<file path="src/rtl/piso_serializer.sv">
// Parallel-in/serial-out transmit register with valid/ready load, stall enable and gapless streaming.
// Optional even-parity trailer bit enabled by defining PISO_PARITY_EN.
module piso_serializer #(
  parameter int unsigned WIDTH     = 8,
  parameter bit          MSB_FIRST = 1'b1
) (
  input  logic             i_clk,
  input  logic             i_rst,
  input  logic             i_en,
  input  logic             i_load_valid,
  input  logic [WIDTH-1:0] i_din,
  output logic             o_load_ready,
  output logic             o_ser_out,
  output logic             o_ser_valid,
  output logic             o_done,
  output logic             o_busy
);

`ifdef PISO_PARITY_EN
  localparam int unsigned CNT_W    = $clog2(WIDTH + 1);
  localparam int unsigned CNT_LOAD = WIDTH;
`else
  localparam int unsigned CNT_W    = $clog2(WIDTH);
  localparam int unsigned CNT_LOAD = WIDTH - 1;
`endif

  localparam logic [0:0] S_IDLE  = 1'b0;
  localparam logic [0:0] S_SHIFT = 1'b1;

  logic [0:0]       r_state;
  logic [CNT_W-1:0] r_cnt;
  logic [WIDTH-1:0] r_shreg;
  logic             r_ser_out;
  logic             r_ser_valid;
  logic             r_done;

  logic [0:0]       w_state_nxt;
  logic [CNT_W-1:0] w_cnt_nxt;
  logic [WIDTH-1:0] w_shreg_nxt;
  logic             w_ser_out_nxt;
  logic             w_ser_valid_nxt;
  logic             w_done_nxt;
  logic             w_accept;
  logic             w_din_first;
  logic [WIDTH-1:0] w_din_rest;
  logic             w_shreg_first;
  logic [WIDTH-1:0] w_shreg_rest;
  logic             w_next_bit;

`ifdef PISO_PARITY_EN
  logic r_par;
  logic w_par_nxt;
`endif

  // Ready also during the last bit of a frame so words can stream with no gap.
  assign o_load_ready = i_en && ((r_state == S_IDLE) || (r_state == S_SHIFT && r_cnt == '0));
  assign w_accept     = i_load_valid && o_load_ready;

  // Bit-order selection for both a fresh word and the in-flight shift register.
  assign w_din_first   = MSB_FIRST ? i_din[WIDTH-1] : i_din[0];
  assign w_din_rest    = MSB_FIRST ? {i_din[WIDTH-2:0], 1'b0} : {1'b0, i_din[WIDTH-1:1]};
  assign w_shreg_first = MSB_FIRST ? r_shreg[WIDTH-1] : r_shreg[0];
  assign w_shreg_rest  = MSB_FIRST ? {r_shreg[WIDTH-2:0], 1'b0} : {1'b0, r_shreg[WIDTH-1:1]};

`ifdef PISO_PARITY_EN
  // The step from cnt==1 to cnt==0 presents the parity trailer instead of a data bit.
  assign w_next_bit = (r_cnt == CNT_W'(1)) ? r_par : w_shreg_first;
`else
  assign w_next_bit = w_shreg_first;
`endif

  always_comb begin
    w_state_nxt     = r_state;
    w_cnt_nxt       = r_cnt;
    w_shreg_nxt     = r_shreg;
    w_ser_out_nxt   = r_ser_out;
    w_ser_valid_nxt = r_ser_valid;
    w_done_nxt      = r_done;
`ifdef PISO_PARITY_EN
    w_par_nxt       = r_par;
`endif
    if (i_en) begin
      if (w_accept) begin
        w_state_nxt     = S_SHIFT;
        w_cnt_nxt       = CNT_W'(CNT_LOAD);
        w_shreg_nxt     = w_din_rest;
        w_ser_out_nxt   = w_din_first;
        w_ser_valid_nxt = 1'b1;
        w_done_nxt      = 1'b0;
`ifdef PISO_PARITY_EN
        w_par_nxt       = ^i_din;
`endif
      end else if (r_state == S_SHIFT && r_cnt != '0) begin
        w_cnt_nxt       = r_cnt - CNT_W'(1);
        w_shreg_nxt     = w_shreg_rest;
        w_ser_out_nxt   = w_next_bit;
        w_ser_valid_nxt = 1'b1;
        w_done_nxt      = (r_cnt == CNT_W'(1));
      end else begin
        w_state_nxt     = S_IDLE;
        w_ser_out_nxt   = 1'b0;
        w_ser_valid_nxt = 1'b0;
        w_done_nxt      = 1'b0;
      end
    end
  end

  always_ff @(posedge i_clk or posedge i_rst) begin
    if (i_rst) begin
      r_state     <= S_IDLE;
      r_cnt       <= '0;
      r_shreg     <= '0;
      r_ser_out   <= 1'b0;
      r_ser_valid <= 1'b0;
      r_done      <= 1'b0;
`ifdef PISO_PARITY_EN
      r_par       <= 1'b0;
`endif
    end else begin
      r_state     <= w_state_nxt;
      r_cnt       <= w_cnt_nxt;
      r_shreg     <= w_shreg_nxt;
      r_ser_out   <= w_ser_out_nxt;
      r_ser_valid <= w_ser_valid_nxt;
      r_done      <= w_done_nxt;
`ifdef PISO_PARITY_EN
      r_par       <= w_par_nxt;
`endif
    end
  end

  assign o_ser_out   = r_ser_out;
  assign o_ser_valid = r_ser_valid;
  assign o_done      = r_done;
  assign o_busy      = (r_state != S_IDLE);

endmodule

</file>
<file path="config.mk">
export PLATFORM = sky130hd
export DESIGN_NAME = piso_serializer
export DESIGN_NICKNAME = d
export VERILOG_FILES = /design/src/rtl/piso_serializer.sv
export SDC_FILE = /design/constraint.sdc
export NUM_CORES = 1
export LEC_CHECK = 0
export CELL_PAD_IN_SITES_DETAIL_PLACEMENT = 0
export CELL_PAD_IN_SITES_GLOBAL_PLACEMENT = 2
export CORE_ASPECT_RATIO = 1.75
export CORE_MARGIN = 1.5
export CORE_UTILIZATION = 33
export DETAILED_ROUTE_END_ITERATION = 12
export GPL_TIMING_DRIVEN = 0
export PLACE_DENSITY = 0.84
export SLEW_MARGIN = 10
export SYNTH_ARGS = -nofsm -noshare
export SYNTH_HDL_FRONTEND = slang
export SYNTH_SLANG_ARGS = --single-unit
</file>
<file path="constraint.sdc">
create_clock -name i_clk -period 3.9 [get_ports i_clk]
set_input_delay 0.585 -clock i_clk [delete_from_list [all_inputs] [get_ports i_clk]]
set_output_delay 0.585 -clock i_clk [all_outputs]
set_load 0.05 [all_outputs]
</file>
==> implementation parameters, run 1 <==
Parameter                              Value

Clock tree
  Number of sinks driven by the clock tree    14
  Hold_buf cts    0
  Longest Clk Path Bufs    2
  Clock slew at the register clock pins of the worst setup and hold paths    approximately 0.080 ns
  CTS root buffer    sky130_fd_sc_hd__clkbuf_4
  Level count of the clock H-tree    1
  PostCTS Resize Cnt    0
  Clock insertion delay at the later pin of the skew report    0.29 ns
  CTS tree    built
  Post-CTS setup buffer count    0
  TritonCTS Buffers    3

Final layout
  Net total in the final layout    100
  P&R area growth vs syn    28.27%
  Non-filler cells in the finished layout    around 110
  Leading cell types in the layout, fill and taps excluded    sky130_fd_sc_hd__clkdlybuf4s50_1 (15), sky130_fd_sc_hd__dfrtp_1 (14), sky130_fd_sc_hd__mux2i_1 (7), sky130_fd_sc_hd__inv_1 (6), sky130_fd_sc_hd__nand2b_1 (6)
  Fraction of final layout cells with drive strength greater than 1    0.2143
  Most common library cell in the layout ignoring fill and taps    sky130_fd_sc_hd__clkdlybuf4s50_1
  Final antenna diode count    0

STA
  Number of pins with negative max-slew slack in the final report    0
  Worst Slack Setup Final    1.029 ns
  Total count of hold-check failures in the final report    0
  Setup clock skew after layout    0.0005436 ns
  Max Clk Rate    0.3483 GHz
  Setup repair after global routing missed its margin    no
  Max-Slew Margin vs Limit    0.6461
  Actual slew at the worst max-slew pin    0.5302 ns
  Total negative setup slack    0 ns
  Final-report setup violation count    0
  Final cycle utilization of the critical path    0.7361
  Final period demand of the worst path    2.871 ns

Power and ir drop
  Sw frac    0.3639
  Lkg Pwr    0.4385 nW
  Pint    388.2 uW
  Power per cell area    621.3 mW/mm^2
  IR Drop Worst-Case VDD    0.2676 mV
  Net load switching power    roughly 220 uW
  Total power    610.3 uW
  Sequential group share of total power    0.363
  Clock network fraction of total power    0.174
  Fraction of power consumed by combinational cells    0.462

Place
  Pre-CTS setup slack    approximately 1.3 ns
  Placed Instances    between 100 and 150
  Weighted congestion at the end of routability-driven global placement    approximately 0.67
  Placed wire-length estimate after detailed placement    1.093 mm
  Number of input and output port buffers inserted    15

Setup path
  Critical register-to-register path startpoint    r_cnt[0]$_DFFE_PP0P_
  Largest stage delay, worst path    0.79 ns
  Most common cell type on the critical path    sky130_fd_sc_hd__ha_1
  Reg-to-reg setup timing slack    between 2 and 2.5 ns
  Cell chain of the critical path    inv_1, ha_1, ha_1, nand2b_1, buf_6, and2_1, clkdlybuf4s50_1
  Crit-path leading delay family    buffers and inverters
  Worst setup SP type    register
  Capture instance of the worst register-to-register path    r_shreg[2]$_DFFE_PP0P_
  Critical Setup Path Class    register to output port
  Timing startpoint of the critical path    r_cnt[0]$_DFFE_PP0P_
  Depth of the worst register-to-register path    6
  Count of buffering cells on the critical path with inverters included    3
  Data arrival time of the critical path    2.29 ns
  Max FO, Critical Path    9
  WP data required    between 3 and 4 ns
  Type of element capturing the critical path    output port
  Slowest cell on crit path    sky130_fd_sc_hd__clkdlybuf4s50_1

Worst hold path
  End point of the worst hold path    r_shreg[2]$_DFFE_PP0P_
  Worst hold path stage count    1
  Hold crit path type    register to register
  Launch point of the worst hold path    r_shreg[2]$_DFFE_PP0P_

Yosys
  Distinct cell type count of the synthesized netlist    24
  Yosys warnings    0
  Sequential-to-total area share from yosys stat    0.4575
  Cell type with the highest aggregate area in the netlist    sky130_fd_sc_hd__dfrtp_1
  Total standard cell area after synthesis    765.7 sq um
  Cell types with the largest area share after synthesis    sky130_fd_sc_hd__dfrtp_1 (46%), sky130_fd_sc_hd__a2bb2oi_2 (9.8%), sky130_fd_sc_hd__mux2i_1 (9.2%)
  Area share of the largest cell type after synthesis    0.4575
  Synthesized Nets    80
  Cells after synthesis    65
  Average instance area after synthesis    11.78 sq um
  Flop and latch count out of synthesis    14

Route
  Average wire length per cell after detail routing    13.70 um
  First-pass iteration count of the detailed router    4
  Count of vias placed by the detailed router    about 550
  Final ANT Viol Nets    0
  DRC Markers    0
  DRC marker count from the first detailed-route iteration    16
  DRT Wirelength    1.480 mm
  Number of vias per cell after detailed routing    5.074

Floorplan
  Total Die Area    0.002630 sq mm
  Total number of placement rows    22
  Horiz. Die Dim    39.42 um
  Core ar.    0.002147 sq mm
  Effective utilization at floorplan    0.3566
  Die height    66.73 um
  Boundary pin count    17

GRT
  First-pass GRT wire length    2.456 mm
  Gr ovfl total    0
  Via count of the first global-routing pass    521
  Initial antenna violation count    0
  Pin count of the biggest net entering global routing    15
  Global-route total usage across every layer    0.1399

Run status
  Status    completed

Flow run
  Count of maximum capacitance violations    0
==> synthesized netlist by cell type (all sizes together) <==
library cell,instances
nor2b,1
nand3,1
nand2b,6
buf,4
a41o,1
nand4,1
nor2,1
dfrtp,14
and2b,1
and2,2
a22o,2
nand2,3
mux2i,7
o21ai,3
inv,6
ha,3
a2bb2oi,5
o21a,1
a22oi,2
a31oi,1
==> flip-flops by register name (all words and copies together) (netlist names) <==
name,cells
r_shreg,7
r_cnt,3
o_busy,1
o_done,1
o_ser_out,1
o_ser_valid,1
==> per-stage QoR <==
step | hold slack (ns) | utilization | cell area (sq um)
CTS | 0.5261 | 0.4575 | 982.2
finish | 0.5200 | 0.4575 | 982.2
detailed placement | 0.5016 | 0.4406 | 945.9
global route | 0.5646 | 0.4575 | 982.2
global placement | 0.4887 | 0.4406 | 945.9
floorplan | 0.4722 | - | 765.7
==> metal layers <==
layer	GRT usage	vias to the layer above	wire (um)
li1	-	266	-
met1	0.1927	264	645
met2	0.1947	13	735
met3	0.02333	5	54
met4	0.09052	0	44
met5	0	-	0
==> power by group through the flow <==
stage               Combinational (mW)  Clock, mW  Sequential, mW
floorplan                        0.181          0           0.258
global placement                 0.280          0           0.223
detailed placement               0.286          0           0.226
CTS                              0.287      0.111           0.222
global route                     0.312      0.116           0.228
finish                           0.282      0.106           0.222
==> area by class of cell <==
class | count | area, sq um
clock buffers | 4 | 36.28
fillers | 229 | 1165
plain buffers | 4 | 28.78
flip-flops and latches | 14 | 350.3
multi-input cells | 41 | 364.1
inverters | 6 | 22.52
well taps | 24 | 30.03
repair buffers | 15 | 150.1
==> cell families after synthesis <==
kind of cell,Yosys count,synth area share
and+or+nand+nor,16,0.1242
AOI/OAI and AO/OA,15,0.2108
DFF,14,0.4575
muxes,7,0.09151
adders and majority gates,3,0.04902
buffers and inverters,10,0.06699
==> how the worst max path moves through the flow <==
stage	to	slack, ns	cells past startpoint
3_5_place_dp	o_load_ready	1.33	7
2_1_floorplan	o_load_ready	1.89	6
4_1_cts	o_load_ready	1.00	7
3_3_place_gp	o_load_ready	1.36	7
5_1_grt	o_load_ready	0.89	7
6_report	o_load_ready	1.03	7
Note: power is estimated with default switching activity, not from simulation.
==> run 2, diff against run 1 <==
--- a/config.mk
+++ b/config.mk
@@ -9,10 +9,10 @@
 export CELL_PAD_IN_SITES_GLOBAL_PLACEMENT = 2
 export CORE_ASPECT_RATIO = 1.75
 export CORE_MARGIN = 1.5
-export CORE_UTILIZATION = 33
+export CORE_UTILIZATION = 31
 export DETAILED_ROUTE_END_ITERATION = 12
 export GPL_TIMING_DRIVEN = 0
-export PLACE_DENSITY = 0.84
+export PLACE_DENSITY = 0.8
 export SLEW_MARGIN = 10
 export SYNTH_ARGS = -nofsm -noshare
 export SYNTH_HDL_FRONTEND = slang
==> constraint.sdc (replaced) <==
create_clock -name i_clk -period 2.9 [get_ports i_clk]
set_input_delay 0.435 -clock i_clk [delete_from_list [all_inputs] [get_ports i_clk]]
set_output_delay 0.435 -clock i_clk [all_outputs]
set_load 0.05 [all_outputs]
==> run 2 against run 1 <==
  * Non-clock buffer count is the same
  * Clock power rose by 47%
  * Utilization shrank 2.8 points
  * Sequential share of layout area shrank 0.23 points
  * Worst setup slack lost 0.80 ns
  * Sequential power increased by 35%
  * Critical endpoint unchanged
  * Largest cell class unchanged
==> implementation parameters, run 2 (same netlist as run 1, synthesis figures left out) <==
Parameter                              Value

Clock tree
  Longest Clk Path Bufs    2 (unchanged)
  Level count of the clock H-tree    1 (unchanged)
  PostCTS Resize Cnt    0 (unchanged)
  Number of sinks driven by the clock tree    14 (unchanged)
  CTS tree    built
  CTS root buffer    sky130_fd_sc_hd__clkbuf_8
  Clock insertion delay at the later pin of the skew report    0.24 ns (-0.05 ns)
  Post-CTS setup buffer count    0 (unchanged)
  TritonCTS Buffers    3 (unchanged)
  Clock slew at the register clock pins of the worst setup and hold paths    0.05 ns (-0.03 ns)
  Hold_buf cts    0 (unchanged)

STA
  Setup repair after global routing missed its margin    no
  Setup clock skew after layout    0.001060 ns (+0.0005165 ns)
  Final-report setup violation count    0 (unchanged)
  Max-Slew Margin vs Limit    0.6438 (-0.002297)
  Max Clk Rate    0.3739 GHz
  Worst Hold Slack    0.5068 ns (-0.01317 ns)
  Total negative setup slack    0 ns (unchanged)
  Actual slew at the worst max-slew pin    0.5337 ns (+0.003441 ns)
  Total count of hold-check failures in the final report    0 (unchanged)
  Final cycle utilization of the critical path    0.9222
  Final period demand of the worst path    2.674 ns
  Number of pins with negative max-slew slack in the final report    0 (unchanged)

GRT
  Gr ovfl total    0 (unchanged)
  Pin count of the biggest net entering global routing    15 (unchanged)
  Via count of the first global-routing pass    554 (+6.3%)
  Global-route total usage across every layer    0.1391 (-0.0007911)
  Initial antenna violation count    0 (unchanged)
  First-pass GRT wire length    2.456 mm (unchanged)

Route
  Number of vias per cell after detailed routing    4.935 (-2.7%)
  DRC Markers    0 (unchanged)
  DRC marker count from the first detailed-route iteration    12 (-4)
  Final ANT Viol Nets    0 (unchanged)
  DRT Wirelength    1.507 mm (+1.8%)
  Average wire length per cell after detail routing    13.95 um (+1.8%)
  First-pass iteration count of the detailed router    3 (-1)
  Count of vias placed by the detailed router    533 (-2.7%)

Final layout
  Fraction of final layout cells with drive strength greater than 1    0.2048 (-0.009466)
  Final antenna diode count    0 (unchanged)
  Most common library cell in the layout ignoring fill and taps    sky130_fd_sc_hd__clkdlybuf4s50_1
  Net total in the final layout    100 (unchanged)
  Area taken by multi-input logic gates    364.1 sq um (unchanged)
  Max FFs per register    7 (unchanged)
  Post-route core utilization    0.4293 (-0.02811)
  Largest register by flop count    r_shreg
  Largest registers in the final layout    r_shreg (7), r_cnt (3)
  Area occupied by registers    350.3 sq um (unchanged)
  Filler Cell Count    230 (+0.44%)
  Leading cell types in the layout, fill and taps excluded    sky130_fd_sc_hd__clkdlybuf4s50_1 (15), sky130_fd_sc_hd__dfrtp_1 (14), sky130_fd_sc_hd__mux2i_1 (7), sky130_fd_sc_hd__inv_1 (6), sky130_fd_sc_hd__nand2b_1 (6)
  P&R area growth vs syn    29.09%
  Non-Filler Cell Area, Final    988.4 sq um (+0.64%)

Setup path
  Max FO, Critical Path    9 (unchanged)
  Largest stage delay, worst path    0.79 ns (about the same)
  WP data required    2.47 ns (-0.84 ns)
  Type of element capturing the critical path    output port
  Worst setup SP type    register
  Count of buffering cells on the critical path with inverters included    3 (unchanged)
  Most common cell type on the critical path    sky130_fd_sc_hd__ha_1
  Crit-path leading delay family    buffers and inverters
  Cell chain of the critical path    inv_1, ha_1, ha_1, nand2b_1, buf_6, and2_1, clkdlybuf4s50_1
  Critical Setup Path Class    register to output port
  Slowest cell on crit path    sky130_fd_sc_hd__clkdlybuf4s50_1
  Data arrival time of the critical path    2.24 ns (-0.05 ns)

Power and ir drop
  IR Drop Worst-Case VDD    0.5632 mV (+110%)
  Power per cell area    844.3 mW/mm^2 (+36%)
  Total power    834.5 uW (+37%)
  Lkg Pwr    0.4391 nW (+0.13%)

Floorplan
  Total Die Area    0.002789 sq mm (+6.0%)
  Horiz. Die Dim    40.57 um (+2.9%)
  Boundary pin count    17 (unchanged)
  Die height    68.75 um (+3.0%)
  Effective utilization at floorplan    0.3326 (-0.02403)
  Total number of placement rows    23 (+4.5%)
  Core ar.    0.002302 sq mm (+7.2%)

Place
  Number of input and output port buffers inserted    15 (unchanged)
  Weighted congestion at the end of routability-driven global placement    0.6772 (+0.53%)
  Placed wire-length estimate after detailed placement    1.136 mm (+3.9%)
  Area post-placement    947.2 sq um (+0.13%)

Worst hold path
  Hold crit path type    register to register

Flow run
  Count of maximum capacitance violations    0 (unchanged)

Run status
  Status    completed
==> run 2: changes by cell type in the layout (fill, tap and decap cells not counted) <==
cell	change
sky130_fd_sc_hd__clkbuf_4	-3
sky130_fd_sc_hd__clkbuf_8	+2
==> run 2: worst paths after layout <==
path | start | endpoint | slack (ns) | depth (start not counted)
max in group asynchronous | i_rst | r_shreg[3]$_DFFE_PP0P_ | 2.01 | 2
setup / recovery | r_cnt[0]$_DFFE_PP0P_ | o_load_ready | 0.23 | 7
min in group asynchronous | i_rst | o_ser_valid$_DFFE_PP0P_ | 0.53 | 2
hold / removal | r_shreg[2]$_DFFE_PP0P_ | r_shreg[2]$_DFFE_PP0P_ | 0.51 | 1
setup reg to reg | r_cnt[0]$_DFFE_PP0P_ | r_shreg[2]$_DFFE_PP0P_ | 1.34 | 6
hold reg to reg | r_shreg[2]$_DFFE_PP0P_ | r_shreg[2]$_DFFE_PP0P_ | 0.51 | 1
==> run 2: power by group <==
| part | internal (mW) | switching (mW) |
|---|---|---|
| Clock | 0.0919 | 0.0646 |
| Sequential | 0.262 | 0.0367 |
| Combinational | 0.184 | 0.195 |
| Total | 0.538 | 0.297 |
==> run 2: cell type report <==
cell class | count | area share
Inverter | 6 | 0.02278
Timing Repair Buffer | 15 | 0.1519
Tap cell | 25 | 0.03165
Multi-Input combinational cell | 41 | 0.3684
Clock buffer | 3 | 0.04177
Buffer | 4 | 0.02911
Sequential cell | 14 | 0.3544
==> run 2: routing by layer <==
| layer | GRT usage | part of all wire | vias up |
|---|---|---|---|
| met5 | 0 | 0 | - |
| met4 | 0.1125 | 0.039 | 0 |
| met3 | 0.01923 | 0.026 | 5 |
| met2 | 0.2262 | 0.54 | 10 |
| met1 | 0.1502 | 0.39 | 256 |
| li1 | - | - | 262 |
==> run 2: metrics by stage <==
step	std cells	worst slack, ns
floorplan	65	1.041
global placement	105	0.4736
detailed placement	105	0.4662
CTS	108	0.1955
global route	108	0.1056
finish	108	0.2255
